`config.mk`:
```
export PLATFORM = sky130hd
export DESIGN_NAME = renkon_act
export DESIGN_NICKNAME = d
export VERILOG_FILES = /design/src/rtl/renkon_act.sv
export SDC_FILE = /design/constraint.sdc
export NUM_CORES = 1
export LEC_CHECK = 0
export ABC_AREA = 1
export CAP_MARGIN = 20
export CORE_MARGIN = 4
export CORE_UTILIZATION = 40
export DETAILED_ROUTE_END_ITERATION = 16
export SLEW_MARGIN = 15
export SYNTH_ARGS = -nofsm -noshare
export SYNTH_HDL_FRONTEND = slang
export SYNTH_SLANG_ARGS = --single-unit
```
`constraint.sdc`:
```
create_clock -name clk -period 3.9 [get_ports clk]
set_input_delay 0.78 -clock clk [delete_from_list [all_inputs] [get_ports clk]]
set_output_delay 0.78 -clock clk [all_outputs]
set_load 0.05 [all_outputs]
```
`src/rtl/renkon_act.sv`:
```
// renkon_act: per-lane activation unit with a two-stage valid/ready pipeline.
// Each beat carries the config captured at acceptance; config writes never touch in-flight beats.
module renkon_act #(
    parameter int DWIDTH = 16,
    parameter int LANE   = 8,
    parameter int CWIDTH = 16
) (
    input  logic                     clk,
    input  logic                     rst,
    input  logic                     cfg_we,
    input  logic [1:0]               cfg_mode,
    input  logic [3:0]               cfg_shift,
    input  logic [DWIDTH-1:0]        cfg_clip,
    input  logic                     in_valid,
    output logic                     in_ready,
    input  logic                     in_last,
    input  logic [LANE*DWIDTH-1:0]   in_data,
    output logic                     out_valid,
    input  logic                     out_ready,
    output logic                     out_last,
    output logic [LANE*DWIDTH-1:0]   out_data,
    output logic [CWIDTH-1:0]        out_count
);

    localparam int W = LANE * DWIDTH;
    localparam logic [DWIDTH-1:0] CLIP_MAX = {1'b0, {(DWIDTH-1){1'b1}}};
    localparam logic [DWIDTH-1:0] ZERO = '0;

    logic [1:0]        mode_q;
    logic [3:0]        shift_q;
    logic [DWIDTH-1:0] clip_q;

    logic              s1_valid;
    logic              s1_last;
    logic [W-1:0]      s1_data;
    logic [1:0]        s1_mode;
    logic [3:0]        s1_shift;
    logic [DWIDTH-1:0] s1_clip;

    logic [W-1:0]      act_data;
    logic              advance;

    function automatic logic [DWIDTH-1:0] act_lane(
        input logic [DWIDTH-1:0] x,
        input logic [1:0]        mode,
        input logic [3:0]        shift,
        input logic [DWIDTH-1:0] clip
    );
        logic              x_neg;
        logic              x_pos;
        logic              c_pos;
        logic [DWIDTH-1:0] y;
        x_neg = x[DWIDTH-1];
        x_pos = !x_neg && (x != ZERO);
        c_pos = !clip[DWIDTH-1] && (clip != ZERO);
        y = x;
        case (mode)
            2'd0: y = x;
            2'd1: y = x_pos ? x : ZERO;
            2'd2: y = x_neg ? $unsigned($signed(x) >>> shift) : x;
            default: begin
                if (!c_pos || !x_pos)
                    y = ZERO;
                else if ($signed(x) > $signed(clip))
                    y = clip;
                else
                    y = x;
            end
        endcase
        return y;
    endfunction

    assign advance  = !out_valid || out_ready;
    assign in_ready = advance;

    // Config registers; a write affects beats accepted after this edge.
    always_ff @(posedge clk) begin
        if (rst) begin
            mode_q  <= 2'd1;
            shift_q <= 4'd0;
            clip_q  <= CLIP_MAX;
        end else if (cfg_we) begin
            mode_q  <= cfg_mode;
            shift_q <= cfg_shift;
            clip_q  <= cfg_clip;
        end
    end

    // Stage 1: capture the accepted beat together with its config snapshot.
    always_ff @(posedge clk) begin
        if (rst) begin
            s1_valid <= 1'b0;
            s1_last  <= 1'b0;
            s1_data  <= '0;
            s1_mode  <= 2'd1;
            s1_shift <= 4'd0;
            s1_clip  <= CLIP_MAX;
        end else if (advance) begin
            s1_valid <= in_valid;
            if (in_valid) begin
                s1_last  <= in_last;
                s1_data  <= in_data;
                s1_mode  <= mode_q;
                s1_shift <= shift_q;
                s1_clip  <= clip_q;
            end
        end
    end

    // Lane-wise activation of the stage-1 beat; lanes are fully independent.
    always_comb begin
        act_data = '0;
        for (int i = 0; i < LANE; i++) begin
            act_data[i*DWIDTH +: DWIDTH] =
                act_lane(s1_data[i*DWIDTH +: DWIDTH], s1_mode, s1_shift, s1_clip);
        end
    end

    // Stage 2: output register, held while downstream stalls.
    always_ff @(posedge clk) begin
        if (rst) begin
            out_valid <= 1'b0;
            out_last  <= 1'b0;
            out_data  <= '0;
        end else if (advance) begin
            out_valid <= s1_valid;
            if (s1_valid) begin
                out_data <= act_data;
                out_last <= s1_last;
            end
        end
    end

    // Count of transferred output beats, wrapping naturally.
    always_ff @(posedge clk) begin
        if (rst)
            out_count <= '0;
        else if (out_valid && out_ready)
            out_count <= out_count + 1'b1;
    end

endmodule

```
==> impl_metrics.csv, run 1 <==
group,metric,value,unit
routing,vias,28200,
sta,final_critical_path_required_period,3.17,ns
routing,drt_total_wl,101000,um
sta,timing.final.hold_violations,0,
sta,worst_tran_pin_value,1.12,ns
synth,yosysUniqueCellTypes,43,
synth,yosys.area.top_type,"sky130_fd_sc_hd__dfxtp_1",
clock_tree,clock_latency_on_the_worst_skew_pair,0.60,ns
final_layout,final_core_utilization,48.5,%
clock_tree,cts.root.buffer_cell,"sky130_fd_sc_hd__clkbuf_16",
floorplan,floorplan.initialDensity,40.6,%
routing,drt-pass1-iter-count,6,
critical_path,setup.worst_path.end_class,"primary output",
final_layout,nets,4383,
critical_path,worst_endpoint_required_time,3.12,ns
synth,synthTopCellsByArea,"sky130_fd_sc_hd__dfxtp_1 (26%), sky130_fd_sc_hd__nand2_1 (16%), sky130_fd_sc_hd__nand3_1 (10%)",
global_route,grt_usage,29.0,%
power,powerDensity,380,nW/um^2
final_layout,flow.area_growth_from_synthesis,19.7,%
synth,syn_inst,3934,
routing,avgViaCountPerCell,5.74,
sta,slew_headroom,25.1,%
sta,rsz0062_at_grt,"no",
sta,post-route-period-util,81.3,%
clock_tree,number_of_h_tree_branching_levels,2,
global_route,grt_remaining_overflow,0,
synth,netlist.area_leader.share,26.1,%
clock_tree,cts_tree,"built",
run_status,run_status,"complete, no violations",
sta,fmaxAchievable,315,MHz
routing,drt-initial-drc-count,2876,
synth,post_synth_instance_area,24600,sq um
floorplan,core-area,60600,sq um
final_layout,drive_above_1_share,8.60,%
final_layout,mostFrequentLayoutCells,"sky130_fd_sc_hd__nand2_1 (1024), sky130_fd_sc_hd__nand3_1 (512), sky130_fd_sc_hd__o21ai_0 (365), sky130_fd_sc_hd__a21oi_1 (349), sky130_fd_sc_hd__dfxtp_1 (316)",
global_route,pin_count_of_the_biggest_net_entering_global_routing,135,
clock_tree,sink_count_of_the_clock_tree,320,
critical_path,critPathKind,"primary input to primary output",
sta,setup_ws,0.730,ns
routing,wire_per_inst,20.5,um
critical_path,crit_path_start_kind,"primary input",
floorplan,floorplan.die.height,256,um
clock_tree,post_cts.repair.setup_buffers,0,
floorplan,num_io_pins,303,
clock_tree,ctsLongestPathBuffers,3,
placement,dp_worst_setup_slack,0.730,ns
synth,yosys_register_bits,320,
synth,synthesis.area_per_instance,6.25,sq um
power,peakVddDrop,339,uV
critical_path,worst-endpoint-arrival,2.39,ns
placement,dp.final_hpwl,69200,um
routing,drt_drc_violations_left,0,
clock_tree,clkTransAtPathRegs,0.06,ns
global_route,antenna_found_initial,3,
clock_tree,cts_buffers,39,
final_layout,layout_commonest_cell,"sky130_fd_sc_hd__nand2_1",
sta,final_slew_viol_count,0,
flow_run,cap_violations,0,
power,power.static_leakage,12.6,nW
synth,ys_seq_area_share,26.1,%
floorplan,fp.dieW,256,um
sta,clock-skew-final,0.0294,ns
synth,yosysWarnings,0,
global_route,grt_first_pass_wirelength,153000,um
routing,detail_route_antenna_nets,0,
placement,routabilityCongestion,0.954,
placement,placement.io_buffers,302,
sta,timing.final.setup_violations,0,
floorplan,placementRows,90,
hold_path,hold_path_class,"flip-flop to flip-flop",
critical_path,critical_path_peak_fanout,3,
synth,synth_fp_nets,4219,
clock_tree,cts_resized,0,
final_layout,antenna_diode_count,0,
clock_tree,hold_fix_buffers_at_cts,0,
global_route,first_global_vias,25900,
sta,finalSetupTns,0,ns
floorplan,die_area,65500,sq um
==> metal layers <==
layer | share of wire (%) | global-route usage (%) | vias to the layer above | wire (um)
met1 | 44 | 40.2 | 13000 | 44500
met4 | 3.8 | 10.4 | 4 | 3850
li1 | - | - | 13700 | -
met3 | 7.5 | 4.12 | 217 | 7550
met2 | 44 | 46.0 | 1208 | 44700
met5 | 0.016 | 0 | - | 16
==> cell families after synthesis <==
group                      share of synthesized area (%)
adders and majority gates                           6.57
AOI/OAI and AO/OA                                   20.5
and+or+nand+nor                                     37.8
buffers and inverters                               9.02
DFF                                                 26.1
xor gates and xnor gates                          0.0356
==> final timing paths <==
kind	slack [ns]	cells after the start	endpoint	start
worst min register to register	0.46	2	clip_q[14]	clip_q[14]
worst max-delay path	0.73	4	in_ready	out_ready
worst min-delay path	0.46	2	clip_q[14]	clip_q[14]
worst max register to register	0.94	11	out_data[81]	s1_clip[15]
==> cell type report <==
cell class                 instances  area (sq um)
fill                            6382         31200
clock inverter                    18           240
timing repair buffer             371          3680
inverter                         265          1010
clock buffer                      54          1100
multi-input combinational       3101         16000
tap                              782           978
sequential                       320          6420
==> critical path, cell delays in order <==
cell and delay [ns]:
sky130_fd_sc_hd__clkdlybuf4s50_1 0.42, sky130_fd_sc_hd__nor2_1 0.26, sky130_fd_sc_hd__inv_1 0.19, sky130_fd_sc_hd__clkdlybuf4s50_1 0.74
==> stage by stage <==
step	cells	instance area (sq um)	hold slack (ns)	total power, W
2_1_floorplan	3934	24600	0.429	0.00618
3_3_place_gp	4839	28100	0.446	0.00734
3_5_place_dp	4839	28100	0.445	0.00734
4_1_cts	4911	29400	0.460	0.0112
5_1_grt	4911	29400	0.477	0.0117
6_report	4911	29400	0.458	0.0112
==> sequential cells by signal, summed over array words and instances (netlist names) <==
signal	count
shift_q	4
clip_q	16
s1_data	128
out_data	128
out_count	16
s1_clip	16
s1_last	1
s1_valid	1
out_valid	1
out_last	1
s1_shift	4
s1_mode	2
mode_q	2
==> synth_stat cells, drive strengths merged <==
| library cell | number |
|---|---|
| a211oi | 1 |
| a21boi | 5 |
| a21o | 3 |
| a21oi | 399 |
| and2 | 4 |
| buf | 139 |
| clkbuf | 109 |
| clkinv | 3 |
| dfxtp | 320 |
| ha | 129 |
| inv | 262 |
| nand2 | 1083 |
| nand3 | 564 |
| nand3b | 6 |
| nand4 | 95 |
| nor2 | 268 |
| nor3 | 31 |
| nor4 | 4 |
| o211ai | 72 |
| o21a | 1 |
| o21ai | 419 |
| o21bai | 5 |
| o221ai | 8 |
| o22ai | 2 |
| o31ai | 1 |
| xor2 | 1 |
==> where the power goes <==
part	switching [W]	total [W]	internal [W]
Combinational	0.00242	0.00354	0.00112
Clock	0.00161	0.00382	0.00222
Sequential	0.000301	0.00381	0.00351
Total	0.00433	0.0112	0.00684
Note: power is estimated with default switching activity, not from simulation.
==> run 2, diff against run 1 <==
Clock period 3.9 ns to 2.8 ns, I/O delays scaled along.
==> impl_metrics.csv, run 2 (synthesis gave the netlist of run 1 again) <==
group,metric,value,unit
sta,rsz0062_at_grt,"no",
critical_path,r2r_end,"out_data[32]",
final_layout,mostFrequentLayoutCells,"sky130_fd_sc_hd__nand2_1 (1024), sky130_fd_sc_hd__nand3_1 (512), sky130_fd_sc_hd__o21ai_0 (365), sky130_fd_sc_hd__a21oi_1 (349), sky130_fd_sc_hd__dfxtp_1 (316)",
global_route,met3_usage,5.07,%
final_layout,drive_above_1_share,10.5,%
sta,post-route-period-util,88.5,%
power,powerDensity,521,nW/um^2
floorplan,die_area,65500,sq um
critical_path,worst_endpoint_required_time,3.32,ns
clock_tree,clock_latency_on_the_worst_skew_pair,0.59,ns
sta,final_critical_path_required_period,2.48,ns
final_layout,nets,4474,
routing,drt_total_wl,103000,um
flow_run,cap_violations,0,
clock_tree,cts_tree,"built",
critical_path,r2r_cells,12,
sta,slew_headroom,38.9,%
global_route,grt_first_pass_wirelength,157000,um
critical_path,worstReg2RegStart,"s1_clip[11]",
clock_tree,sink_count_of_the_clock_tree,320,
global_route,pin_count_of_the_biggest_net_entering_global_routing,96,
final_layout,layout.cell_area.non_filler,30300,sq um
clock_tree,ctsLongestPathBuffers,3,
floorplan,core-area,60600,sq um
sta,clock-skew-final,0.0196,ns
routing,drt_drc_violations_left,0,
sta,timing.final.setup_violations,0,
routing,vias,28500,
routing,wire_per_inst,20.5,um
hold_path,holdPathEnd,"clip_q[0]",
critical_path,worst-endpoint-arrival,3.00,ns
clock_tree,cts.root.buffer_cell,"sky130_fd_sc_hd__clkbuf_16",
hold_path,min_delay_path_depth,2,
routing,drt-initial-drc-count,2862,
final_layout,antenna_diode_count,0,
floorplan,fp.dieW,256,um
floorplan,floorplan.initialDensity,40.6,%
final_layout,layout_commonest_cell,"sky130_fd_sc_hd__nand2_1",
floorplan,placementRows,90,
power,power.static_leakage,13.1,nW
sta,finalSetupTns,0,ns
sta,timing.final.hold_violations,0,
final_layout,largest_registers,"out_data: 128 flops, s1_data: 128 flops",
routing,drt-pass1-iter-count,7,
critical_path,crit_path_start_kind,"flip-flop",
run_status,run_status,"complete, no violations",
power,peakVddDrop,475,uV
global_route,groute.layer.met1.usage,39.9,%
global_route,grt_util_met2,47.5,%
global_route,globalRoute.busiestLayer,"met2",
clock_tree,number_of_h_tree_branching_levels,2,
final_layout,flow.area_growth_from_synthesis,23.5,%
sta,final_slew_viol_count,0,
clock_tree,clkTransAtPathRegs,0.06,ns
placement,detailed_place.area,29000,sq um
floorplan,floorplan.die.height,256,um
clock_tree,cts_buffers,39,
critical_path,worst-r2r-setup-slack,0.32,ns
critical_path,setup.worst_path.end_class,"flip-flop",
sta,worst_tran_pin_value,0.916,ns
global_route,antenna_found_initial,0,
global_route,grt_usage,29.7,%
floorplan,num_io_pins,303,
placement,placement.io_buffers,302,
routing,detail_route_antenna_nets,0,
hold_path,hold_path_class,"flip-flop to flip-flop",
routing,avgViaCountPerCell,5.70,
sta,fmaxAchievable,403,MHz
critical_path,critPathKind,"flip-flop to flip-flop",
placement,dp.final_hpwl,73800,um
hold_path,hold_path.startpoint,"clip_q[0]",
global_route,first_global_vias,26700,
clock_tree,hold_fix_buffers_at_cts,0,
global_route,grt_remaining_overflow,0,
placement,routabilityCongestion,0.979,
critical_path,critical_path_peak_fanout,15,
## run 2: metal layers
| metal | vias to the layer above | routed length [um] |
|---|---|---|
| met5 | - | 0 |
| met4 | 0 | 4560 |
| met3 | 231 | 8160 |
| met2 | 1283 | 46100 |
| met1 | 13100 | 43700 |
| li1 | 13900 | - |
## run 2: final cells by class
class / instances / area, sq um
inverter: 265 / 1010
multi-input combinational: 3101 / 16000
sequential: 320 / 6420
fill: 6379 / 30200
tap: 782 / 978
clock buffer: 58 / 1150
timing repair buffer: 462 / 4600
clock inverter: 11 / 206
## run 2: worst max path at each step
stage                 from       endpoint  slack, ns  cells past startpoint
4_1_cts        s1_clip[15]  out_data[114]       0.23                     11
2_1_floorplan   s1_clip[3]   out_data[10]       0.55                     16
3_5_place_dp     out_ready    s1_data[95]       0.25                      7
5_1_grt        s1_clip[11]   out_data[35]       0.10                     12
6_report       s1_clip[11]   out_data[32]       0.32                     12
3_3_place_gp     out_ready    s1_data[95]       0.22                      7
## run 2: stage by stage
step	std cells	hold WS, ns	worst slack [ns]	power [W]	utilization, %
CTS	4997	0.459	0.226	0.0158	50.0
finish	4999	0.457	0.321	0.0158	50.1
floorplan	3934	0.429	0.549	0.00861	-
detailed placement	4928	0.444	0.249	0.0104	47.8
global placement	4928	0.440	0.218	0.0104	47.8
global route	4999	0.483	0.103	0.0166	50.1
## run 2: timing repair
action                                  in CTS  in global routing
endpoints found under the setup margin       0                 11
buffers inserted                             0                  2
endpoints found under the hold margin        0                  0
resized for setup                            0                  1
## run 2: power by group
part | total (W) | internal (W) | switching, W
logic | 0.00518 | 0.00172 | 0.00346
registers | 0.00527 | 0.00489 | 0.000379
clock network | 0.00536 | 0.00316 | 0.00221
## run 2: critical path, stage by stage (launching register included)
cell	delay, ns
sky130_fd_sc_hd__dfxtp_1	0.32
sky130_fd_sc_hd__inv_2	0.27
sky130_fd_sc_hd__buf_4	0.26
sky130_fd_sc_hd__ha_1	0.27
sky130_fd_sc_hd__a21oi_1	0.16
sky130_fd_sc_hd__nand2_1	0.06
sky130_fd_sc_hd__a21oi_1	0.20
sky130_fd_sc_hd__nand2_1	0.10
sky130_fd_sc_hd__nand2_2	0.11
sky130_fd_sc_hd__nand3_2	0.28
sky130_fd_sc_hd__nand2_1	0.16
sky130_fd_sc_hd__nand3_1	0.08
sky130_fd_sc_hd__a21oi_1	0.14
